### config.mk
export PLATFORM = sky130hd
export DESIGN_NAME = pipe_mux_n
export DESIGN_NICKNAME = d
export VERILOG_FILES = /design/src/rtl/cpu_pkg.sv /design/src/rtl/mux_n_sel.sv /design/src/rtl/pipe_mux_n.sv
export SDC_FILE = /design/constraint.sdc
export NUM_CORES = 1
export LEC_CHECK = 0
export ABC_AREA = 1
export BUFFER_PORTS_ARGS = -buffer_cell sky130_fd_sc_hd__buf_2
export CAP_MARGIN = 10
export CORE_MARGIN = 1
export CORE_UTILIZATION = 49
export CTS_BUF_LIST = sky130_fd_sc_hd__clkbuf_8 sky130_fd_sc_hd__clkbuf_16
export CTS_CLUSTER_DIAMETER = 30
export DETAILED_ROUTE_END_ITERATION = 8
export PLACE_DENSITY = 0.85
export SLEW_MARGIN = 20
export SYNTH_ARGS = -nofsm -noshare
export SYNTH_HDL_FRONTEND = slang
export SYNTH_SLANG_ARGS = --single-unit
### constraint.sdc
create_clock -name clk -period 1.4 [get_ports clk]
set_input_delay 0.07 -clock clk [delete_from_list [all_inputs] [get_ports clk]]
set_output_delay 0.07 -clock clk [all_outputs]
set_load 0.02 [all_outputs]
### src/rtl/cpu_pkg.sv
// Shared CPU datapath constants and select encodings used by the pipeline muxes.
package cpu_pkg;

   localparam int unsigned DATA_W = 32;

   typedef enum logic [1:0] {
      SEL_PC4    = 2'd0,
      SEL_BRANCH = 2'd1,
      SEL_JUMP   = 2'd2,
      SEL_JR     = 2'd3
   } pc_sel_e;

   typedef enum logic [1:0] {
      FWD_REG   = 2'd0,
      FWD_EXMEM = 2'd1,
      FWD_MEMWB = 2'd2
   } fwd_sel_e;

   function automatic int unsigned sel_width(input int unsigned n);
      return (n > 1) ? $clog2(n) : 1;
   endfunction

endpackage

### src/rtl/mux_n_sel.sv
// Combinational NUM_IN:1 selector; out-of-range codes give DEFAULT_VAL with an error flag.
module mux_n_sel
   import cpu_pkg::*;
#(
   parameter int unsigned             WIDTH       = DATA_W,
   parameter int unsigned             NUM_IN      = 4,
   parameter int unsigned             SEL_W       = sel_width(NUM_IN),
   parameter logic [WIDTH-1:0]        DEFAULT_VAL = '0
) (
   input  logic [NUM_IN*WIDTH-1:0] in_data,
   input  logic [SEL_W-1:0]        in_sel,
   output logic [WIDTH-1:0]        sel_val,
   output logic                    sel_err
);

   always_comb begin
      sel_val = DEFAULT_VAL;
      sel_err = 1'b1;
      for (int unsigned i = 0; i < NUM_IN; i++) begin
         if (in_sel == SEL_W'(i)) begin
            sel_val = in_data[i*WIDTH +: WIDTH];
            sel_err = 1'b0;
         end
      end
   end

endmodule

### src/rtl/pipe_mux_n.sv
// Registered NUM_IN-way mux stage with valid/ready handshake and a two-entry skid buffer.
module pipe_mux_n
   import cpu_pkg::*;
#(
   parameter int unsigned             WIDTH       = DATA_W,
   parameter int unsigned             NUM_IN      = 4,
   parameter int unsigned             SEL_W       = sel_width(NUM_IN),
   parameter logic [WIDTH-1:0]        DEFAULT_VAL = '0
) (
   input  logic                    clk,
   input  logic                    rst_n,
   input  logic [NUM_IN*WIDTH-1:0] in_data,
   input  logic [SEL_W-1:0]        in_sel,
   input  logic                    in_valid,
   output logic                    in_ready,
   output logic [WIDTH-1:0]        out_data,
   output logic                    out_sel_err,
   output logic                    out_valid,
   input  logic                    out_ready
);

   logic [WIDTH-1:0] w_sel_val;
   logic             w_sel_err;
   logic             w_in_fire;

   logic             r_main_vld;
   logic [WIDTH-1:0] r_main_data;
   logic             r_main_err;
   logic             r_skid_vld;
   logic [WIDTH-1:0] r_skid_data;
   logic             r_skid_err;

   mux_n_sel #(
      .WIDTH       (WIDTH),
      .NUM_IN      (NUM_IN),
      .SEL_W       (SEL_W),
      .DEFAULT_VAL (DEFAULT_VAL)
   ) u_sel (
      .in_data (in_data),
      .in_sel  (in_sel),
      .sel_val (w_sel_val),
      .sel_err (w_sel_err)
   );

   // Ready depends only on skid occupancy, so out_ready never reaches in_ready.
   assign in_ready    = ~r_skid_vld;
   assign w_in_fire   = in_valid & ~r_skid_vld;
   assign out_valid   = r_main_vld;
   assign out_data    = r_main_data;
   assign out_sel_err = r_main_err;

   always_ff @(posedge clk or negedge rst_n) begin
      if (!rst_n) begin
         r_main_vld  <= 1'b0;
         r_main_data <= '0;
         r_main_err  <= 1'b0;
         r_skid_vld  <= 1'b0;
         r_skid_data <= '0;
         r_skid_err  <= 1'b0;
      end else if (!r_main_vld) begin
         if (w_in_fire) begin
            r_main_vld  <= 1'b1;
            r_main_data <= w_sel_val;
            r_main_err  <= w_sel_err;
         end
      end else if (out_ready) begin
         if (r_skid_vld) begin
            r_main_data <= r_skid_data;
            r_main_err  <= r_skid_err;
            r_skid_vld  <= 1'b0;
         end else if (w_in_fire) begin
            r_main_data <= w_sel_val;
            r_main_err  <= w_sel_err;
         end else begin
            r_main_vld  <= 1'b0;
         end
      end else if (w_in_fire) begin
         r_skid_vld  <= 1'b1;
         r_skid_data <= w_sel_val;
         r_skid_err  <= w_sel_err;
      end
   end

endmodule

==> qor.json <==
{
  "routing": {
    "route.detailed.drc": 0,
    "detailedRoute.firstPassIterationCount": 5,
    "routed_wire_length_per_instance_um": 15.6,
    "number_of_violations_reported_at_the_end_of_detailed_routing_iteration_0": 358,
    "detailed_route_via_count": 4981,
    "routed_wirelength_um": 13800,
    "detail-route-antenna-nets": 0,
    "post_drt_via_cell_ratio": 5.63
  },
  "floorplanning": {
    "initial_util_pct": 50.5,
    "fp-row-count": 33,
    "chipHeight_um": 93.8,
    "io_pins": 169,
    "core_um2": 8180,
    "die_width_um": 93.8,
    "die-area_um2": 8800
  },
  "worst_hold_path": {
    "worstHoldStart": "out_ready",
    "worstHoldPathCells": 3,
    "hold-path-endpoint": "out_sel_err",
    "min_delay_worst_type": "input port to register"
  },
  "grt": {
    "groute.layer.met2.usage_pct": 55.0,
    "grt_first_pass_wirelength_um": 21600,
    "grt_max_degree": 45,
    "grt-busiest-layer": "met2",
    "gr-usage-met3_pct": 7.12,
    "globalRouteOverflowTotal": 0,
    "antenna_found_initial": 0,
    "grt_pass1_vias": 4726,
    "groute.usage.overall_pct": 31.9,
    "globalRouteMet1Util_pct": 37.8
  },
  "clock_network": {
    "clock_sinks": 68,
    "cts_max_level": 3,
    "post-cts-setup-buffers": 0,
    "cts_tree": "built",
    "cts.root.buffer_cell": "sky130_fd_sc_hd__clkbuf_8",
    "clk_transition_reported_paths_ps": 80,
    "number_of_cts_inserted_buffers": 9,
    "cts-root-to-sink-buffers": 2,
    "clock_latency_ps": 350
  },
  "sta": {
    "skew_ps": 5.56,
    "finalCritPeriodShare_pct": 95.4,
    "fin_tns_setup_ps": 0,
    "achievable-frequency_mhz": 749,
    "worstMarginPinSlew_ps": 450,
    "unrepaired_setup_endpoints_after_global_routing": "true",
    "layout_min_cycle_time_ps": 1340,
    "count_of_final_max_slew_check_failures": 0,
    "finalSetupViolations": 0,
    "slew-limit-headroom_pct": 70.0,
    "final-hold-violation-count": 0
  },
  "setup_path": {
    "reg2reg_depth": 9,
    "critPathRequiredTime_ps": 1650,
    "arrival_ps": 1590,
    "cp-end-kind": "register",
    "rr_startpoint": "r_skid_vld",
    "worst-r2r-setup-slack_ps": 60,
    "timing.critical_path.fanout_max": 20,
    "crit_reg_reg_endpoint": "out_data[6]",
    "timing_worst_setup_path_type": "register to register",
    "start_kind": "register"
  },
  "cells_and_area": {
    "antenna-diode-count": 0,
    "final_layout_size_suffix_gt1_share_pct": 29.4,
    "area_growth_pct": 32.9,
    "instances_no_fill": 885,
    "finish.net_count": 909,
    "fillers": 692
  },
  "power": {
    "total_power_uw": 10300,
    "worst_ir_drop_vdd_uv": 859,
    "powerDensity_nw_per_um2": 1870,
    "cellLeakagePower_uw": 0.00284
  },
  "synth": {
    "synth.area.top_cells": "sky130_fd_sc_hd__dfrtp_1, sky130_fd_sc_hd__nand2_1, sky130_fd_sc_hd__nand3_1",
    "postSynthCellCount": 617,
    "synthFlopType": "sky130_fd_sc_hd__dfrtp_1",
    "post_synth_instance_area_um2": 4130,
    "synth_area_per_cell_um2": 6.69,
    "yosysTopAreaCellShare_pct": 41.2,
    "postSynthRegisterBits": 68,
    "yosysSeqAreaShare_pct": 41.2,
    "yosys_warnings": 0,
    "mappedNetlistNets": 751,
    "synth_enable_flop_cells": 0,
    "synth.top_cells.by_count": "sky130_fd_sc_hd__nand2_1, sky130_fd_sc_hd__dfrtp_1, sky130_fd_sc_hd__nand3_1",
    "synth_cell_type_count": 19,
    "synth_async_sr_flop_share_pct": 100,
    "synth.most_common_cell": "sky130_fd_sc_hd__nand2_1",
    "synth_largest_area_cell": "sky130_fd_sc_hd__dfrtp_1"
  },
  "job": {
    "timing.max_cap.violations": 0
  },
  "placement": {
    "gp_routability_congestion": 0.815,
    "post-dp-hpwl_um": 9510,
    "place.port_buffers": 168,
    "placed_cells": 867
  },
  "outcome": {
    "run_status": "finished clean"
  }
}
-- sequential cells by signal, summed over array words and instances, names as in the netlist --
register	cells
out_data	32
r_skid_data	32
out_sel_err	1
out_valid	1
r_skid_err	1
r_skid_vld	1
-- layout by cell type, fill, tap and decap left out, types with 2 or more instances in the layout --
cell type                  count
sky130_fd_sc_hd__clkinv_2      3
sky130_fd_sc_hd__or2_1        12
sky130_fd_sc_hd__nor2_2        2
sky130_fd_sc_hd__buf_4        13
sky130_fd_sc_hd__inv_2         5
sky130_fd_sc_hd__clkbuf_8     10
sky130_fd_sc_hd__o21ai_0      49
sky130_fd_sc_hd__nor3_1       22
sky130_fd_sc_hd__nor2_1       34
sky130_fd_sc_hd__buf_12        8
sky130_fd_sc_hd__inv_1         4
sky130_fd_sc_hd__buf_2       167
sky130_fd_sc_hd__or2_0        20
sky130_fd_sc_hd__nand3_1      64
sky130_fd_sc_hd__nand2_1     228
sky130_fd_sc_hd__dfrtp_1      67
sky130_fd_sc_hd__buf_6         3
sky130_fd_sc_hd__o21ai_1      49
sky130_fd_sc_hd__nor3_2        9
-- metal layers --
metal / up-vias / share of wire [%] / routed length (um)
li1: 2329 / - / -
met1: 2326 / 39 / 5410
met2: 286 / 50 / 6870
met3: 40 / 8.8 / 1220
met4: 0 / 2.3 / 322
met5: - / 0 / 0
-- worst max-delay path by stage --
stage	slack (ps)	end	start	cells after the start
6_report	60	out_data[6]	r_skid_vld	9
5_1_grt	-20	out_sel_err	out_valid	5
4_1_cts	20	r_skid_data[5]	r_skid_vld	8
3_5_place_dp	8	out_sel_err	out_valid	5
3_3_place_gp	40	out_sel_err	out_valid	5
2_1_floorplan	30	r_skid_data[10]	out_valid	9
-- power by group --
group | internal, uW | switching, uW
Clock | 855 | 780
Combinational | 1850 | 3110
Sequential | 2950 | 705
-- worst max-delay path, cell delays in order, from the launching register on --
cell and delay (ps):
sky130_fd_sc_hd__dfrtp_1 360, sky130_fd_sc_hd__buf_4 120, sky130_fd_sc_hd__inv_2 40, sky130_fd_sc_hd__nand2_4 70, sky130_fd_sc_hd__clkinv_4 110, sky130_fd_sc_hd__buf_12 170, sky130_fd_sc_hd__nor3_1 180, sky130_fd_sc_hd__nor2_1 70
sky130_fd_sc_hd__nand2_1 60, sky130_fd_sc_hd__nand2_1 40
-- area by class of cell --
| type | instances | area (um2) | share of cell area (%) |
|---|---|---|---|
| clock inverters | 6 | 56.3 | 1.03 |
| clock buffers | 10 | 138 | 2.51 |
| repair buffers | 193 | 1160 | 21.2 |
| flip-flops and latches | 68 | 1700 | 31.0 |
| multi-input cells | 493 | 2250 | 41.1 |
| inverters | 10 | 45.0 | 0.821 |
| well taps | 105 | 131 | 2.39 |
-- repair_timing --
| item | in CTS | in global routing |
|---|---|---|
| hold endpoints to repair | 56 | 0 |
| hold buffers | 1 | 0 |
| gates resized for setup | 2 | 17 |
| endpoints found under the setup margin | 3 | 62 |
| pin swaps | 0 | 1 |
| cloned | 0 | 1 |
-- logic make-up (layout without fill, tap and decap cells) --
family	count (synthesis)	in the layout	synth area share, %
simple gates	394	394	41.0
buf+inv	56	219	5.79
compound gates	99	99	12.1
flops	68	68	41.2
-- through the flow --
stage                     hold WS (ps)  utilization, %  cell area, um2  setup WS, ps
final                             30.5            67.1            5490          64.9
after global routing              41.9            67.1            5490         -17.1
after CTS                         34.9            65.9            5390          17.4
after detailed placement         -10.7            63.3            5180          8.34
after global placement           -20.6            63.3            5180          37.0
after floorplan                   -226               -            4130          29.0
No activity file was read; power rests on OpenSTA's default activity.
